[config.mk]
export PLATFORM = sky130hd
export DESIGN_NAME = pc_redirect_unit
export DESIGN_NICKNAME = d
export VERILOG_FILES = /design/src/rtl/pc_redirect_unit.sv
export SDC_FILE = /design/constraint.sdc
export NUM_CORES = 1
export LEC_CHECK = 0
export CORE_ASPECT_RATIO = 1.75
export CORE_UTILIZATION = 45
export DETAILED_ROUTE_END_ITERATION = 10
export MAX_ROUTING_LAYER = met4
export PLACE_DENSITY = 0.72
export SYNTH_ARGS = -nofsm -noshare
export SYNTH_HDL_FRONTEND = slang
export SYNTH_SLANG_ARGS = --single-unit
export TNS_END_PERCENT = 10
[constraint.sdc]
create_clock -name clk -period 3.1 [get_ports clk]
set_clock_uncertainty 0.05 [all_clocks]
set_input_delay 0.62 -clock clk [delete_from_list [all_inputs] [get_ports clk]]
set_output_delay 0.62 -clock clk [all_outputs]
set_load 0.05 [all_outputs]
[src/rtl/pc_redirect_unit.sv]
// pc_redirect_unit
//   Fetch-side program counter. Issues sequential fetch requests over a
//   valid/ready handshake and applies taken-branch/jump redirects from the
//   branch comparator. Every redirect produces a one-cycle flush pulse. A
//   redirect that arrives during a stall is held until the stall releases.
//
// Ports
//   clk               rising-edge clock
//   rst               synchronous, active-high reset
//   PCSrc             redirect request (1 = taken branch or jump)
//   branch_target     redirect destination, sampled when PCSrc is accepted
//   stall             hazard stall, freezes fetch
//   imem_ready        instruction memory accepts the current request
//   pc                address of the current fetch request
//   pc_valid          fetch request valid (combinational)
//   flush             one-cycle squash of IF/ID, same cycle the new pc appears
//   redirect_pending  a captured redirect is waiting for the stall to drop
//   align_err         one-cycle pulse with flush when the raw target had bit0=1
module pc_redirect_unit #(
  parameter int unsigned             PC_WIDTH = 16,
  parameter logic [PC_WIDTH-1:0]     RESET_PC = '0,
  parameter int unsigned             PC_INC   = 2
) (
  input  logic                clk,
  input  logic                rst,
  input  logic                PCSrc,
  input  logic [PC_WIDTH-1:0] branch_target,
  input  logic                stall,
  input  logic                imem_ready,
  output logic [PC_WIDTH-1:0] pc,
  output logic                pc_valid,
  output logic                flush,
  output logic                redirect_pending,
  output logic                align_err
);

  typedef enum logic [1:0] {
    ST_RUN  = 2'd0,
    ST_WAIT = 2'd1,
    ST_BUB  = 2'd2
  } state_t;

  state_t                r_state;
  logic [PC_WIDTH-1:0]   r_pc;
  logic [PC_WIDTH-1:0]   r_tgt;
  logic                  r_flush;
  logic                  r_align_err;

  logic                  w_pc_valid;
  logic                  w_accept;
  logic [PC_WIDTH-1:0]   w_pc_next_seq;
  logic [PC_WIDTH-1:0]   w_tgt_in_aligned;
  logic [PC_WIDTH-1:0]   w_tgt_q_aligned;

  // Request is only offered in RUN; reset masks it immediately.
  assign w_pc_valid    = (r_state == ST_RUN) & ~stall & ~rst;
  assign w_accept      = w_pc_valid & imem_ready;
  assign w_pc_next_seq = r_pc + PC_WIDTH'(PC_INC);

  // Instructions are 16-bit, so bit0 of any applied target is dropped.
  assign w_tgt_in_aligned = {branch_target[PC_WIDTH-1:1], 1'b0};
  assign w_tgt_q_aligned  = {r_tgt[PC_WIDTH-1:1], 1'b0};

  // State, pc, captured target and the pulse outputs.
  always_ff @(posedge clk) begin
    if (rst) begin
      r_state     <= ST_RUN;
      r_pc        <= RESET_PC;
      r_tgt       <= '0;
      r_flush     <= 1'b0;
      r_align_err <= 1'b0;
    end else begin
      r_flush     <= 1'b0;
      r_align_err <= 1'b0;
      case (r_state)
        ST_RUN: begin
          // A redirect outranks a same-cycle accept: that request is wrong-path.
          if (PCSrc && !stall) begin
            r_pc        <= w_tgt_in_aligned;
            r_flush     <= 1'b1;
            r_align_err <= branch_target[0];
            r_state     <= ST_BUB;
          end else if (PCSrc && stall) begin
            r_tgt   <= branch_target;
            r_state <= ST_WAIT;
          end else if (w_accept) begin
            r_pc <= w_pc_next_seq;
          end
        end
        ST_WAIT: begin
          // Later PCSrc pulses come from younger instructions and are ignored.
          if (!stall) begin
            r_pc        <= w_tgt_q_aligned;
            r_flush     <= 1'b1;
            r_align_err <= r_tgt[0];
            r_state     <= ST_BUB;
          end
        end
        ST_BUB: begin
          r_state <= ST_RUN;
        end
        default: begin
          r_state <= ST_RUN;
        end
      endcase
    end
  end

  assign pc               = r_pc;
  assign pc_valid         = w_pc_valid;
  assign flush            = r_flush;
  assign redirect_pending = (r_state == ST_WAIT);
  assign align_err        = r_align_err;

endmodule

* Word level (Yosys, flattened, before mapping)
Cells that the tools add are included.
Widths: inputs -> output; s select.
** Word-level totals
- Flip-flop bits (word level) :: 36
- Bits of input ports :: 21
- Output and inout port bits :: 20
** Cells by class
- Add/sub/neg operators :: 1
- Eq/ne operators :: 5
- Mux-type cells :: 15
- Bitwise operators :: 6
- Reduce and logical (&&, ||, !) cells :: 8
** Operator list (count)
- $mux 16 :: 4
- $pmux 16 s2 :: 1
- $add 16x2->16 const B :: 1
- $mux 2 :: 3
- $mux 1 :: 4
- $pmux 1 s2 :: 2
- $pmux 2 s2 :: 1
- $reduce_and 4->1 :: 1
- $and 1x1->1 :: 3
- $ne 3x1->1 const B :: 1
- $ne 3x2->1 const B :: 1
- $ne 3x3->1 const B :: 1
- $not 1->1 :: 3
- $reduce_and 3->1 :: 1
- $eq 2x1->1 const B :: 1
- $logic_and 1x1->1 :: 2
- $logic_not 2->1 :: 1
- $ne 2x2->1 const B :: 1
- $reduce_and 2->1 :: 1
- $reduce_bool 2->1 :: 1
- $logic_not 1->1 :: 1

* Depth between registers and ports, before layout
Gate-level depths: netlist (run 1).
- Depth in word-level cells :: 8
- Gate-level depth with buffers :: 8
- Depth with buffers taken out :: 5

* Worst setup path after synthesis (run 1)
No wires, ideal clock.
- Path type :: input port to output port
- Start point :: in stall
- End point :: out pc_valid
- Data arrival time :: 1.826 ns
- Data required time :: 2.430 ns
- Path slack :: 0.604 ns
- Stages on the path :: 3
- Path buffers :: 1
- Cells stage by stage :: buf_2 -> or3_1 -> nor2_1
** Between the ends
- Cells in the longest elaborated chain, start to end :: 3
** Ends and longest elaborated chain
- start: declaration :: line 28 : input logic stall,
- $not 1->1 :: line 56 : assign w_pc_valid = (r_state == ST_RUN) & ~stall & ~rst;
- $and 1x1->1 (2 in a row) :: line 56
- end: declaration :: line 31 : output logic pc_valid,
No other way between the ends.

* Final worst setup path (run 1)
Same ends and word-level chain as after synthesis.

==> results.sh, run 1 <==
export IMPL_first_global_vias=1821
export IMPL_floorplan_die_area_sq_mm=0.00457
export IMPL_holdBufCountCts=0
export IMPL_ys_async_sr_fraction_pct=0
export IMPL_finish_net_count=309
export IMPL_ir_drop_mv=0.354
export IMPL_ant_nets=0
export IMPL_ordered_list_of_cells_on_the_worst_path="clkdlybuf4s50_1, or3_1, nor2_1, buf_12"
export IMPL_post_cts_resize_count=0
export IMPL_post_dp_hpwl_mm=3.64
export IMPL_synth_nets=274
export IMPL_worst_slew_pin_transition_ns=0.566
export IMPL_syn_to_final_growth_pct=27.1
export IMPL_yosys_cell_count_top_type="sky130_fd_sc_hd__nand2_1"
export IMPL_post_synth_instance_area_sq_mm=0.00193
export IMPL_final_max_slew_violation_count=0
export IMPL_drt_wl_total_mm=5.17
export IMPL_critical_path_class="primary input to primary output"
export IMPL_place_detailed_instances=329
export IMPL_cts_tree="done"
export IMPL_netlist_instances=252
export IMPL_cts_repair_timing_setup_buffer_count=0
export IMPL_core_area_sq_mm=0.00411
export IMPL_first_pass_grt_wire_length_mm=8.50
export IMPL_h_tree_depth=2
export IMPL_power_density_cell_area_mw_per_mm2=438
export IMPL_cell_type_contributing_the_most_total_cell_area_after_synthesis="sky130_fd_sc_hd__dfxtp_1"
export IMPL_drv_max_cap_violation_count=0
export IMPL_numPortBuffers=39
export IMPL_drive_gt1_share_pct=10.1
export IMPL_critical_path_arrival_ns=1.90
export IMPL_final_fill_count=391
export IMPL_relSlewSlack_pct=62.3
export IMPL_edff_count_synth=0
export IMPL_initialDrtViolationCount=62
export IMPL_critical_path_top_delay_family="buffers and inverters"
export IMPL_drt_first_pass_iters=4
export IMPL_clk_transition_reported_paths_ns=0.06
export IMPL_die_width_um=51.5
export IMPL_crit_path_max_fanout=6
export IMPL_seq_area_sq_um=701
export IMPL_finalSetupViolations=0
export IMPL_fp_row_count=31
export IMPL_fin_crit_sh_pct=83.0
export IMPL_synth_main_ff_cell="sky130_fd_sc_hd__dfxtp_1"
export IMPL_worst_path_max_delay_cell="sky130_fd_sc_hd__clkdlybuf4s50_1"
export IMPL_timing_setup_tns_ns=0
export IMPL_yosys_warnings=0
export IMPL_antenna_found_initial=0
export IMPL_postSynthRegisterBits=35
export IMPL_grt_total_usage_pct=25.4
export IMPL_yosysSeqAreaShare_pct=36.2
export IMPL_post_route_min_period_ns=2.57
export IMPL_rsz0062_at_grt="no"
export IMPL_via_per_instance_ratio=5.90
export IMPL_clock_tree_buffer_depth=2
export IMPL_detail_route_wl_per_cell_um=15.4
export IMPL_critPathCaptureType="primary output"
export IMPL_netlist_area_leader_share_pct=36.2
export IMPL_finalHoldViolCount=0
export IMPL_min_delay_path_class="flop to flop"
export IMPL_dieHeight_um=88.7
export IMPL_clk_insertion_delay_late_ns=0.28
export IMPL_post_layout_nonfiller_instances=335
export IMPL_p_leak_uw=0.000857
export IMPL_ys_top_cells_by_area="sky130_fd_sc_hd__dfxtp_1 (36%), sky130_fd_sc_hd__nand2_1 (8.7%), sky130_fd_sc_hd__a21oi_1 (7.5%)"
export IMPL_cp_buffers_inverters=2
export IMPL_slowest_delay_ns=0.49
export IMPL_cts_sinks=35
export IMPL_gp_congestion=0.901
export IMPL_worst_endpoint_required_ns=2.43
export IMPL_initial_utilization_pct=47.0
export IMPL_ys_top_cells_by_count="sky130_fd_sc_hd__nand2_1 (45), sky130_fd_sc_hd__dfxtp_1 (35), sky130_fd_sc_hd__a21oi_1 (29)"
export IMPL_route_vias_total=1977
export IMPL_numCtsBuffers=5
export IMPL_drc=0
export IMPL_synth_avg_cell_area_sq_um=7.67
export IMPL_ys_types=54
export IMPL_run_status="finished, final reports clean"
export IMPL_ios=41
export IMPL_grt_overflow_total=0
export IMPL_multi_input_comb_area_sq_mm=0.00112
export IMPL_setup_worst_path_start_class="primary input"
export IMPL_antenna_cells=0
export IMPL_cts_root_buffer="sky130_fd_sc_hd__clkbuf_8"
export IMPL_grt_max_degree=37
export IMPL_achievable_frequency_ghz=0.388
==> cell families (layout without fill, tap and decap cells) <==
kind of cell | count (synthesis) | in the layout | share of synthesized area, %
flops | 35 | 35 | 36.2
xor+xnor | 3 | 3 | 1.36
mux | 1 | 1 | 0.518
fa+ha+maj | 1 | 1 | 0.647
compound gates | 77 | 77 | 26.7
other cells | 1 | 1 | 0.194
buf+inv | 27 | 61 | 5.63
simple gates | 107 | 107 | 28.7
==> path summary, 6_finish.rpt <==
path | start | endpoint | slack [ns] | cells after the start
worst min register to register | r_tgt[0] | r_tgt[0] | 0.40 | 2
worst min-delay path | r_tgt[0] | r_tgt[0] | 0.40 | 2
worst max-delay path | stall | pc_valid | 0.53 | 4
worst max register to register | pc[1] | pc[15] | 0.99 | 5
==> sequential cells by signal (all words and copies together) (netlist names) <==
register and count:
flush 1, r_tgt 16, align_err 1, r_state 2
pc 15
==> layout make-up <==
type | instances | area share [%]
Multi-Input combinational cell | 190 | 45.7
Sequential cell | 35 | 28.5
Timing Repair Buffer | 50 | 19.6
Clock buffer | 6 | 2.95
Tap cell | 49 | 2.49
Inverter | 5 | 0.764
==> stage by stage <==
| step | instance area, sq um | utilization [%] | worst slack, ns | hold slack (ns) | power, uW |
|---|---|---|---|---|---|
| 3_5_place_dp | 2380 | 58.0 | 0.462 | 0.397 | 783 |
| 4_1_cts | 2460 | 59.8 | 0.513 | 0.406 | 1080 |
| 6_report | 2460 | 59.8 | 0.525 | 0.405 | 1080 |
| 5_1_grt | 2460 | 59.8 | 0.461 | 0.431 | 1130 |
| 3_3_place_gp | 2380 | 58.0 | 0.507 | 0.393 | 780 |
| 2_1_floorplan | 1930 | - | 0.604 | 0.386 | 682 |
==> cells in the final DEF (no fill, tap or decap), types with 3 or more instances in the layout <==
cell type,instances
sky130_fd_sc_hd__dfxtp_1,35
sky130_fd_sc_hd__or3_1,3
sky130_fd_sc_hd__o21ai_0,8
sky130_fd_sc_hd__a21o_1,6
sky130_fd_sc_hd__clkbuf_8,5
sky130_fd_sc_hd__a211oi_1,10
sky130_fd_sc_hd__nand4_1,4
sky130_fd_sc_hd__nor2_1,16
sky130_fd_sc_hd__nor3b_1,3
sky130_fd_sc_hd__a31o_2,3
sky130_fd_sc_hd__nand2b_1,4
sky130_fd_sc_hd__nand2_1,45
sky130_fd_sc_hd__inv_1,5
sky130_fd_sc_hd__clkdlybuf4s50_1,37
sky130_fd_sc_hd__a21oi_1,29
sky130_fd_sc_hd__nand3_1,9
sky130_fd_sc_hd__buf_4,12
==> report_power, final <==
part	internal [uW]	switching (uW)
Sequential	476	33.9
Combinational	109	154
Clock	150	153
Total	735	342
==> metal layers <==
| layer | vias to the layer above | wire, um | global-route usage, % |
|---|---|---|---|
| met1 | 928 | 2120 | 30.2 |
| met5 | - | 0 | - |
| met4 | 0 | 81 | 9.83 |
| met2 | 58 | 2760 | 41.8 |
| li1 | 983 | - | - |
| met3 | 8 | 203 | 4.64 |
==> tightest hold or removal path, cell delays in order, from the launching register on <==
cell	delay, ns
sky130_fd_sc_hd__dfxtp_1	0.31
sky130_fd_sc_hd__nand2_1	0.05
sky130_fd_sc_hd__a21oi_1	0.05
Power figures use the tool's default switching activity.
==> run 2: changes to the inputs <==
==> constraint.sdc (replaced) <==
create_clock -name clk -period 2.4 [get_ports clk]
set_clock_uncertainty 0.05 [all_clocks]
set_input_delay 0.48 -clock clk [delete_from_list [all_inputs] [get_ports clk]]
set_output_delay 0.48 -clock clk [all_outputs]
set_load 0.05 [all_outputs]
==> run 2 against run 1 <==
Against the previous run:
- sequential cell count stayed put
- core utilization is 2.6 points higher
- total power is 35% higher
- critical path depth stayed put
- worst setup slack worse by 0.36 ns
- final cell count is 3.3% higher
- via count is 4.5% higher
- routed wire length is 2.7% higher
- sequential share of layout area is 1.2 points lower
- count of clock-buffer cells in the layout is 1 lower
- non-clock buffer count is 9 higher
- register-to-register slack worse by 0.69 ns
- critical path type unchanged
- highest routed layer unchanged
==> results.sh, run 2 (same netlist as run 1, synthesis figures left out) <==
export IMPL_run_status="finished, final reports clean"
export IMPL_timing_final_ws_setup_ns=0.161
export IMPL_relSlewSlack_pct=66.6
export IMPL_flip_flop_count_of_the_largest_register_all_copies_and_words_added=16
export IMPL_layout_common_cells="sky130_fd_sc_hd__nand2_1 (45), sky130_fd_sc_hd__clkdlybuf4s50_1 (37), sky130_fd_sc_hd__dfxtp_1 (35)"
export IMPL_critical_path_arrival_ns=1.71
export IMPL_dieHeight_um=88.7
export IMPL_cts_repair_timing_setup_buffer_count=0
export IMPL_worst_endpoint_required_ns=1.87
export IMPL_rr_worst_depth=4
export IMPL_power_density_cell_area_mw_per_mm2=568
export IMPL_min_delay_path_depth=2
export IMPL_drv_max_cap_violation_count=0
export IMPL_detail_route_wl_per_cell_um=15.3
export IMPL_route_vias_total=2065
export IMPL_ir_drop_mv=0.519
export IMPL_post_layout_nonfiller_instances=346
export IMPL_fp_row_count=31
export IMPL_post_dp_hpwl_mm=3.71
export IMPL_via_per_instance_ratio=5.97
export IMPL_crit_reg2reg_capture="pc[14]"
export IMPL_worst_slew_pin_transition_ns=0.499
export IMPL_rsz0062_at_grt="no"
export IMPL_registers_top_by_ff_count="r_tgt"
export IMPL_antenna_found_initial=0
export IMPL_hold_path_end="r_tgt[0]"
export IMPL_final_common_cell="sky130_fd_sc_hd__nand2_1"
export IMPL_min_delay_path_class="flop to flop"
export IMPL_gp_congestion=0.885
export IMPL_final_max_slew_violation_count=0
export IMPL_finalSetupViolations=0
export IMPL_finish_net_count=318
export IMPL_timing_setup_tns_ns=0
export IMPL_clk_insertion_delay_late_ns=0.29
export IMPL_first_pass_grt_wire_length_mm=8.96
export IMPL_setup_worst_path_start_class="primary input"
export IMPL_drc=0
export IMPL_finalHoldViolCount=0
export IMPL_syn_to_final_growth_pct=32.8
export IMPL_achievable_frequency_ghz=0.447
export IMPL_grt_total_usage_pct=26.8
export IMPL_r2r_start="pc[4]"
export IMPL_first_global_vias=2002
export IMPL_place_detailed_instances=338
export IMPL_drive_gt1_share_pct=13.8
export IMPL_h_tree_depth=2
export IMPL_initial_utilization_pct=47.0
export IMPL_drt_wl_total_mm=5.31
export IMPL_antenna_cells=0
export IMPL_drt_first_pass_iters=5
export IMPL_die_width_um=51.5
export IMPL_crit_path_max_fanout=4
export IMPL_p_leak_uw=0.000912
export IMPL_critPathCaptureType="primary output"
export IMPL_numPortBuffers=39
export IMPL_cts_tree="done"
export IMPL_post_cts_resize_count=0
export IMPL_clk_transition_reported_paths_ns=0.07
export IMPL_numCtsBuffers=5
export IMPL_minimum_setup_slack_after_placement_ns=0.0748
export IMPL_critical_path_class="primary input to primary output"
export IMPL_grt_overflow_total=0
export IMPL_initialDrtViolationCount=80
export IMPL_floorplan_die_area_sq_mm=0.00457
export IMPL_post_route_min_period_ns=2.24
export IMPL_final_fill_count=399
export IMPL_ios=41
export IMPL_clock_tree_buffer_depth=2
export IMPL_fin_crit_sh_pct=93.3
export IMPL_core_area_sq_mm=0.00411
export IMPL_holdBufCountCts=0
export IMPL_min_from="r_tgt[0]"
export IMPL_grt_max_degree=34
export IMPL_reg2reg_setup_slack_ns=0.30
export IMPL_cts_root_buffer="sky130_fd_sc_hd__clkbuf_8"
export IMPL_ant_nets=0
export IMPL_cts_sinks=35
-- run 2: cell types whose count changed in the layout (fill, tap and decap cells not counted), sizes merged --
cell	change
buf	+9
clkbuf	-1
clkinv	+1
clkinvlp	+2
-- run 2: worst max path at each step --
stage / to / depth (start not counted) / startpoint
after floorplan: pc[15] / 6 / pc[1]
after global placement: pc[14] / 5 / PCSrc
after detailed placement: pc[14] / 5 / PCSrc
after CTS: pc_valid / 4 / stall
after global routing: pc_valid / 4 / stall
final: pc_valid / 4 / stall
-- run 2: power by group --
| group | total (uW) | switching, uW | internal, uW |
|---|---|---|---|
| clock | 437 | 235 | 202 |
| combinational | 371 | 213 | 158 |
| sequential | 650 | 35.1 | 615 |
| total | 1460 | 482 | 975 |
-- run 2: metal layers --
metal	vias up	wire length, um	GRT usage (%)
met5	-	0	-
met4	0	93	9.83
met3	11	300	4.64
met2	83	2820	46.5
met1	965	2090	30.1
li1	1006	-	-
-- run 2: cell type report --
class / instances / area (sq um) / share of cell area, %
Multi-Input combinational cell: 190 / 1120 / 43.8
Sequential cell: 35 / 701 / 27.3
Timing Repair Buffer: 59 / 573 / 22.3
Clock buffer: 5 / 68.8 / 2.68
Tap cell: 49 / 61.3 / 2.39
Clock inverter: 3 / 20.0 / 0.780
Inverter: 5 / 18.8 / 0.731
-- run 2: critical path: stages --
cell,delay (ns)
sky130_fd_sc_hd__clkdlybuf4s50_1,0.46
sky130_fd_sc_hd__or3_1,0.41
sky130_fd_sc_hd__nor2_1,0.19
sky130_fd_sc_hd__buf_12,0.16
-- run 2: per-stage QoR --
stage	util [%]	total power, uW	area (sq um)	hold WS [ns]
5_1_grt	62.4	1520	2570	0.420
6_report	62.4	1460	2570	0.406
3_3_place_gp	60.3	1030	2480	0.392
4_1_cts	62.4	1460	2570	0.408
3_5_place_dp	60.3	1030	2480	0.397
2_1_floorplan	-	882	1930	0.386
